`src/rtl/led_pattern_pkg.sv`:
```
`default_nettype none
// ============================================================================
// Module      : led_pattern_pkg
// Description : Shared types and helpers for the LED pattern generator.
//               Holds the channel mode encoding, the mode field width and
//               the prescaler divide computation.
// Revision    : 1.0 - initial release
// ============================================================================
package led_pattern_pkg;

    // Width of the mode field on the configuration port.
    localparam int MODE_W = 3;

    // Channel modes; encodings 5..7 are reserved and always rejected.
    typedef enum logic [MODE_W-1:0] {
        MODE_OFF     = 3'd0,
        MODE_ON      = 3'd1,
        MODE_BLINK   = 3'd2,
        MODE_PWM     = 3'd3,
        MODE_BREATHE = 3'd4
    } mode_e;

    // Clock cycles per prescaler tick.
    function automatic int calc_div(input int clk_hz, input int tick_hz);
        return clk_hz / tick_hz;
    endfunction

endpackage
`default_nettype wire

```
`src/rtl/led_channel.sv`:
```
`default_nettype none
// ============================================================================
// Module      : led_channel
// Description : One LED channel: configuration registers, tick counter and
//               OFF/ON/BLINK/PWM mode logic, plus BREATHE level/direction
//               registers when LED_PATTERN_BREATHE_EN is defined.
// Ports       : clk, rst_n     - clock, synchronous active-low reset
//               i_tick         - shared prescaler tick (one-cycle pulse)
//               i_phase        - shared free-running duty phase
//               i_wr           - write strobe for this channel (wins over tick)
//               i_mode/i_period/i_duty - values loaded on i_wr
//               o_led          - registered LED output
// Revision    : 1.0 - initial release
// ============================================================================
module led_channel
    import led_pattern_pkg::*;
#(
    parameter int    CNT_W      = 16,
    parameter int    DUTY_W     = 8,
    parameter mode_e RST_MODE   = MODE_OFF,
    parameter int    RST_PERIOD = 1
) (
    input  logic              clk,
    input  logic              rst_n,
    input  logic              i_tick,
    input  logic [DUTY_W-1:0] i_phase,
    input  logic              i_wr,
    input  logic [MODE_W-1:0] i_mode,
    input  logic [CNT_W-1:0]  i_period,
    input  logic [DUTY_W-1:0] i_duty,
    output logic              o_led
);

    mode_e             r_mode;
    logic [CNT_W-1:0]  r_period;
    logic [DUTY_W-1:0] r_duty;
    logic [CNT_W-1:0]  r_tcnt;
    logic              r_led;

    logic [CNT_W-1:0]  w_per_last;
    logic [CNT_W-1:0]  w_tcnt_nxt;
    logic              w_step;
    logic              w_led_nxt;

`ifdef LED_PATTERN_BREATHE_EN
    localparam logic [DUTY_W-1:0] C_LVL_MAX = '1;

    logic [DUTY_W-1:0] r_lvl;
    logic              r_dir;   // 0 = rising, 1 = falling
`endif

    // A period of 0 behaves as 1, so its last count is also 0.
    assign w_per_last = (r_period == '0) ? '0 : (r_period - 1'b1);

    always_comb begin
        w_tcnt_nxt = r_tcnt;
        w_step     = 1'b0;
        w_led_nxt  = r_led;
        if (i_tick && ((r_mode == MODE_BLINK) || (r_mode == MODE_BREATHE))) begin
            if (r_tcnt == w_per_last) begin
                w_tcnt_nxt = '0;
                w_step     = 1'b1;
            end else begin
                w_tcnt_nxt = r_tcnt + 1'b1;
            end
        end
        case (r_mode)
            MODE_OFF:     w_led_nxt = 1'b0;
            MODE_ON:      w_led_nxt = 1'b1;
            MODE_BLINK:   w_led_nxt = r_led ^ w_step;
            MODE_PWM:     w_led_nxt = (i_phase < r_duty);
`ifdef LED_PATTERN_BREATHE_EN
            MODE_BREATHE: w_led_nxt = (i_phase < r_lvl);
`endif
            default:      w_led_nxt = 1'b0;
        endcase
    end

    always_ff @(posedge clk) begin
        if (!rst_n) begin
            r_mode   <= RST_MODE;
            r_period <= CNT_W'(RST_PERIOD);
            r_duty   <= '0;
            r_tcnt   <= '0;
            r_led    <= 1'b0;
        end else if (i_wr) begin
            // A write restarts the pattern and swallows any coincident tick.
            r_mode   <= mode_e'(i_mode);
            r_period <= i_period;
            r_duty   <= i_duty;
            r_tcnt   <= '0;
            r_led    <= 1'b0;
        end else begin
            r_tcnt   <= w_tcnt_nxt;
            r_led    <= w_led_nxt;
        end
    end

`ifdef LED_PATTERN_BREATHE_EN
    // Triangle wave: the direction flips on the step that lands on an end
    // value, so neither end is held longer than one step interval.
    always_ff @(posedge clk) begin
        if (!rst_n || i_wr) begin
            r_lvl <= '0;
            r_dir <= 1'b0;
        end else if (w_step && (r_mode == MODE_BREATHE)) begin
            if (!r_dir) begin
                r_lvl <= r_lvl + 1'b1;
                if (r_lvl == (C_LVL_MAX - 1'b1)) begin
                    r_dir <= 1'b1;
                end
            end else begin
                r_lvl <= r_lvl - 1'b1;
                if (r_lvl == DUTY_W'(1)) begin
                    r_dir <= 1'b0;
                end
            end
        end
    end
`endif

    assign o_led = r_led;

endmodule
`default_nettype wire

```
`src/rtl/led_pattern_gen.sv`:
```
`default_nettype none
// ============================================================================
// Module      : led_pattern_gen
// Description : Multi-channel LED pattern generator. A shared prescaler makes
//               the tick, a shared phase counter drives PWM/BREATHE, and a
//               valid/ready write port configures each channel. Channel 0
//               blinks at RST_PERIOD out of reset.
//               Build option: define LED_PATTERN_BREATHE_EN to implement
//               mode 4 (BREATHE); otherwise mode 4 is rejected as reserved.
// Ports       : clk, rst_n  - clock, synchronous active-low reset
//               cfg_valid / cfg_ready - write handshake (ready is constant 1
//                              after reset)
//               cfg_ch, cfg_mode, cfg_period, cfg_duty - write payload
//               cfg_err     - one-cycle pulse after a rejected write
//               led         - registered LED outputs
// Revision    : 1.0 - initial release
// ============================================================================
module led_pattern_gen
    import led_pattern_pkg::*;
#(
    parameter int CLK_HZ     = 5_000_000,
    parameter int TICK_HZ    = 1000,
    parameter int NUM_CH     = 4,
    parameter int CNT_W      = 16,
    parameter int DUTY_W     = 8,
    parameter int RST_PERIOD = 500
) (
    input  logic              clk,
    input  logic              rst_n,
    input  logic              cfg_valid,
    output logic              cfg_ready,
    input  logic [3:0]        cfg_ch,
    input  logic [MODE_W-1:0] cfg_mode,
    input  logic [CNT_W-1:0]  cfg_period,
    input  logic [DUTY_W-1:0] cfg_duty,
    output logic              cfg_err,
    output logic [NUM_CH-1:0] led
);

    localparam int DIV   = calc_div(CLK_HZ, TICK_HZ);
    localparam int PRE_W = (DIV >= 2) ? $clog2(DIV) : 1;
    localparam logic [PRE_W-1:0] C_PRE_LAST = PRE_W'(DIV - 1);

    generate
        if (DIV < 2) begin : g_div_check
            $error("led_pattern_gen: CLK_HZ/TICK_HZ must be at least 2");
        end
        if ((NUM_CH < 1) || (NUM_CH > 16)) begin : g_num_ch_check
            $error("led_pattern_gen: NUM_CH must be in 1..16");
        end
    endgenerate

    logic [PRE_W-1:0]  r_pre;
    logic [DUTY_W-1:0] r_phase;
    logic              r_ready;
    logic              r_err;

    logic              w_tick;
    logic              w_hs;
    logic              w_ch_ok;
    logic              w_mode_ok;
    logic              w_wr_ok;
    logic [NUM_CH-1:0] w_led;

    assign w_tick = (r_pre == C_PRE_LAST);

    // Prescaler and phase are free-running; writes never restart them.
    always_ff @(posedge clk) begin
        if (!rst_n) begin
            r_pre   <= '0;
            r_phase <= '0;
        end else begin
            r_pre   <= w_tick ? '0 : (r_pre + 1'b1);
            r_phase <= r_phase + 1'b1;
        end
    end

    assign w_hs    = cfg_valid && r_ready;
    assign w_ch_ok = ({1'b0, cfg_ch} < 5'(NUM_CH));

    always_comb begin
        w_mode_ok = 1'b0;
        case (cfg_mode)
            MODE_OFF, MODE_ON, MODE_BLINK, MODE_PWM: w_mode_ok = 1'b1;
`ifdef LED_PATTERN_BREATHE_EN
            MODE_BREATHE: w_mode_ok = 1'b1;
`endif
            default: w_mode_ok = 1'b0;
        endcase
    end

    assign w_wr_ok = w_hs && w_ch_ok && w_mode_ok;

    always_ff @(posedge clk) begin
        if (!rst_n) begin
            r_ready <= 1'b0;
            r_err   <= 1'b0;
        end else begin
            r_ready <= 1'b1;
            r_err   <= w_hs && !(w_ch_ok && w_mode_ok);
        end
    end

    generate
        for (genvar gi = 0; gi < NUM_CH; gi++) begin : g_ch
            led_channel #(
                .CNT_W      (CNT_W),
                .DUTY_W     (DUTY_W),
                .RST_MODE   ((gi == 0) ? MODE_BLINK : MODE_OFF),
                .RST_PERIOD ((gi == 0) ? RST_PERIOD : 1)
            ) u_ch (
                .clk      (clk),
                .rst_n    (rst_n),
                .i_tick   (w_tick),
                .i_phase  (r_phase),
                .i_wr     (w_wr_ok && (cfg_ch == 4'(gi))),
                .i_mode   (cfg_mode),
                .i_period (cfg_period),
                .i_duty   (cfg_duty),
                .o_led    (w_led[gi])
            );
        end
    endgenerate

    assign cfg_ready = r_ready;
    assign cfg_err   = r_err;
    assign led       = w_led;

endmodule
`default_nettype wire

```
`config.mk`:
```
export PLATFORM = sky130hd
export DESIGN_NAME = led_pattern_gen
export DESIGN_NICKNAME = d
export VERILOG_FILES = /design/src/rtl/led_pattern_pkg.sv /design/src/rtl/led_channel.sv /design/src/rtl/led_pattern_gen.sv
export SDC_FILE = /design/constraint.sdc
export NUM_CORES = 1
export LEC_CHECK = 0
export CAP_MARGIN = 20
export CORE_MARGIN = 1
export CORE_UTILIZATION = 58
export CTS_BUF_LIST = sky130_fd_sc_hd__clkbuf_8
export CTS_CLUSTER_DIAMETER = 50
export DETAILED_ROUTE_END_ITERATION = 7
export PLACE_DENSITY_LB_ADDON = 0.05
export SLEW_MARGIN = 5
export SYNTH_ARGS = -nofsm -noshare
export SYNTH_HDL_FRONTEND = slang
export SYNTH_SLANG_ARGS = --single-unit
```
`constraint.sdc`:
```
create_clock -name clk -period 5.8 [get_ports clk]
set_clock_uncertainty 0.2 [all_clocks]
set_input_delay 1.16 -clock clk [delete_from_list [all_inputs] [get_ports clk]]
set_output_delay 1.16 -clock clk [all_outputs]
set_load 0.005 [all_outputs]
```
==> impl_metrics.json <==
{
  "p_int_mw": 1.91,
  "synth_area_per_cell_um2": 7.79,
  "die_width_um": 143,
  "synth-async-reset-ratio_pct": 0,
  "wl_mm": 29.1,
  "grt_pass1_vias": 8908,
  "seqPwrFrac_pct": 55.2,
  "die_h_um": 143,
  "finalCritPeriodShare_pct": 66.4,
  "netlist_instances": 1489,
  "synth_warnings": 0,
  "dp_hpwl_mm": 20.6,
  "rsz0062_at_grt": "no",
  "cts_hold_buf": 0,
  "viasPerCell": 5.87,
  "cts_setup_buffers": 0,
  "power_switching_mw": 0.596,
  "htree_levels": 4,
  "drive_above_1_share_pct": 4.18,
  "crit_path_start_kind": "register",
  "grt_pass1_wl_mm": 46.6,
  "report.final.slew_viol_count": 0,
  "ir_worst_vdd_uv": 147,
  "p_leak_nw": 4.35,
  "io_buffer_count": 39,
  "clockPowerShare_pct": 38.9,
  "start_util_pct": 59.4,
  "synth_commonest_cells": "262 x nand2_1, 199 x dfxtp_1, 123 x nor2_1, 99 x a21boi_0, 72 x xnor2_1",
  "drc": 0,
  "timing.final.hold_violations": 0,
  "ys_ff_latch": 199,
  "cp_data_arrival_time_ns": 4.01,
  "cts_max_path_buffers": 2,
  "yosys-top-cells-area": "dfxtp_1 34%, nand2_1 8.5%, a21boi_0 6.4%",
  "relSlewSlack_pct": 30.6,
  "clk_pin_slew_ns": 0.11,
  "pwr_density_cell_mw_per_mm2": 201,
  "reg2reg_slack_ns": 1.95,
  "grt-ovfl-total": 0,
  "setup-violations-final": 0,
  "diodes": 0,
  "cts_tree": "yes",
  "yosysTopAreaCell": "dfxtp_1",
  "cts.sinks": 199,
  "critPathKind": "reg2reg",
  "dp_cells": 1718,
  "dieArea_mm2": 0.0206,
  "tns_ns": 0,
  "seq_area_frac_synth_pct": 34.3,
  "synth_edf_count": 0,
  "cp.required_ns": 5.96,
  "antenna_found_initial": 0,
  "io_pins": 40,
  "synth_nets": 1561,
  "drv_cap": 0,
  "dr.pass1.iters": 7,
  "route.vias.total": 10263,
  "insertion_delay_ns": 0.48,
  "synth_cell_types": 73,
  "sw_frac_of_total_pct": 23.7,
  "power_frac_comb_pct": 5.9,
  "yosysTopAreaCellShare_pct": 34.3,
  "tightest_slew_ns": 1.04,
  "final_nets": 1544,
  "core_area_mm2": 0.0195,
  "fmax_ghz": 0.260,
  "synthFlopType": "dfxtp_1",
  "grtUsageTotal_pct": 29.1,
  "grt_max_degree": 79,
  "place_congestion": 0.913,
  "fin_crit_ns": 3.85,
  "worst_hold_path_type": "reg2reg",
  "final_cell_count_no_fill": 1749,
  "netlist_area_mm2": 0.0116,
  "cts_root_buf": "clkbuf_8",
  "critPathMaxFanout": 15,
  "numCtsBuffers": 17,
  "wire_per_inst_um": 16.6,
  "area_growth_pct": 7.53,
  "cts-resized-gates": 0,
  "crit_path_end_kind": "register",
  "fp-row-count": 51,
  "status": "finished, final reports clean",
  "antenna_left": 0,
  "yosys.cell_count.top_type": "nand2_1",
  "drt_iter0_markers": 741
}
## power groups by stage
stage          logic (mW)  registers [mW]  clock network (mW)
2_1_floorplan      0.0793            1.41                   0
3_3_place_gp        0.145            1.42                   0
3_5_place_dp        0.146            1.42                   0
4_1_cts             0.147            1.38               0.996
5_1_grt             0.159            1.39                1.05
6_report            0.147            1.38               0.977
## layer usage
metal | vias up | GRT usage, % | part of all wire (%)
li1 | 5155 | - | -
met1 | 4789 | 41.2 | 47
met2 | 283 | 46.1 | 46
met3 | 36 | 4.03 | 5.5
met4 | 0 | 7.50 | 1.5
met5 | - | 0 | 0
## cell type report
type | count | area (um2)
Tap cell | 265 | 332
Inverter | 55 | 206
Clock inverter | 13 | 180
Sequential cell | 199 | 3980
Timing Repair Buffer | 47 | 448
Multi-Input combinational cell | 1152 | 7080
Fill cell | 1797 | 7050
Clock buffer | 18 | 248
## through the flow
| step | hold WS [ns] | cell area, um2 | util [%] | setup WS (ns) | total power, mW |
|---|---|---|---|---|---|
| global route | 0.297 | 12500 | 63.9 | 1.61 | 2.60 |
| CTS | 0.270 | 12500 | 63.9 | 1.95 | 2.53 |
| global placement | 0.249 | 12000 | 61.7 | 1.87 | 1.56 |
| floorplan | 0.230 | 11600 | - | 2.46 | 1.49 |
| detailed placement | 0.254 | 12000 | 61.7 | 1.83 | 1.56 |
| finish | 0.269 | 12500 | 63.9 | 1.95 | 2.51 |
## sequential cells by signal, indices dropped and copies added (netlist names)
name                cells
g_ch.u_ch.r_tcnt       64
r_pre                  13
cfg_ready               1
r_phase                 8
g_ch.u_ch.r_duty       32
g_ch.u_ch.r_period     64
g_ch.u_ch.r_mode       12
cfg_err                 1
g_ch.u_ch.o_led         4
## cells by family (layout without fill, tap and decap cells)
kind of cell / count (synthesis) / in the layout / share of synthesized area, %
simple gates: 689 / 689 / 29.0
compound gates: 287 / 287 / 17.2
flops: 199 / 199 / 34.3
buf+inv: 138 / 133 / 4.72
xor+xnor: 131 / 131 / 10.0
fa+ha+maj: 38 / 38 / 4.10
mux: 7 / 7 / 0.615
## path summary, 6_finish.rpt
path                            cells after the start                                   to                                   from
worst max-delay path                               10  g_ch[2].u_ch.r_tcnt[7]$_SDFFE_PP0P_  g_ch[2].u_ch.r_period[0]$_SDFFE_PN1P_
worst min-delay path                                2  g_ch[2].u_ch.r_duty[1]$_SDFFE_PN0P_    g_ch[2].u_ch.r_duty[1]$_SDFFE_PN0P_
worst max register to register                     10  g_ch[2].u_ch.r_tcnt[7]$_SDFFE_PP0P_  g_ch[2].u_ch.r_period[0]$_SDFFE_PN1P_
worst min register to register                      2  g_ch[2].u_ch.r_duty[1]$_SDFFE_PN0P_    g_ch[2].u_ch.r_duty[1]$_SDFFE_PN0P_
## cell usage in the layout (no fill, tap or decap), types with 12 or more instances in the layout
cell             Yosys  final
a21boi_0            99     99
nor2_1             123    122
o21ai_0             41     41
xnor2_1             72     72
inv_1               55     58
nand4_1             26     26
nand2_1            262    262
dfxtp_1            199    199
o31ai_1             12     12
a21oi_1             42     42
and3_1              26     26
or3_1               27     27
nor3_1              43     42
or4_1               16     16
xor2_1              58     58
nand3_1             61     61
clkdlybuf4s50_1      0     38
ha_1                38     38
and2_1              13     13
nor4_1              22     22
clkbuf_8             0     18
nor2b_1             15     15
## worst max-delay path, cell delays in order (launching register included)
cell	delay, ns
dfxtp_1	0.37
inv_1	0.10
ha_1	0.19
nor3b_1	0.57
and4_1	0.48
nor4b_1	0.09
or3_1	0.37
a2111o_1	0.42
nor4_1	0.39
a21o_1	0.47
nor2_1	0.10
Note: power is estimated with default switching activity, not from simulation.
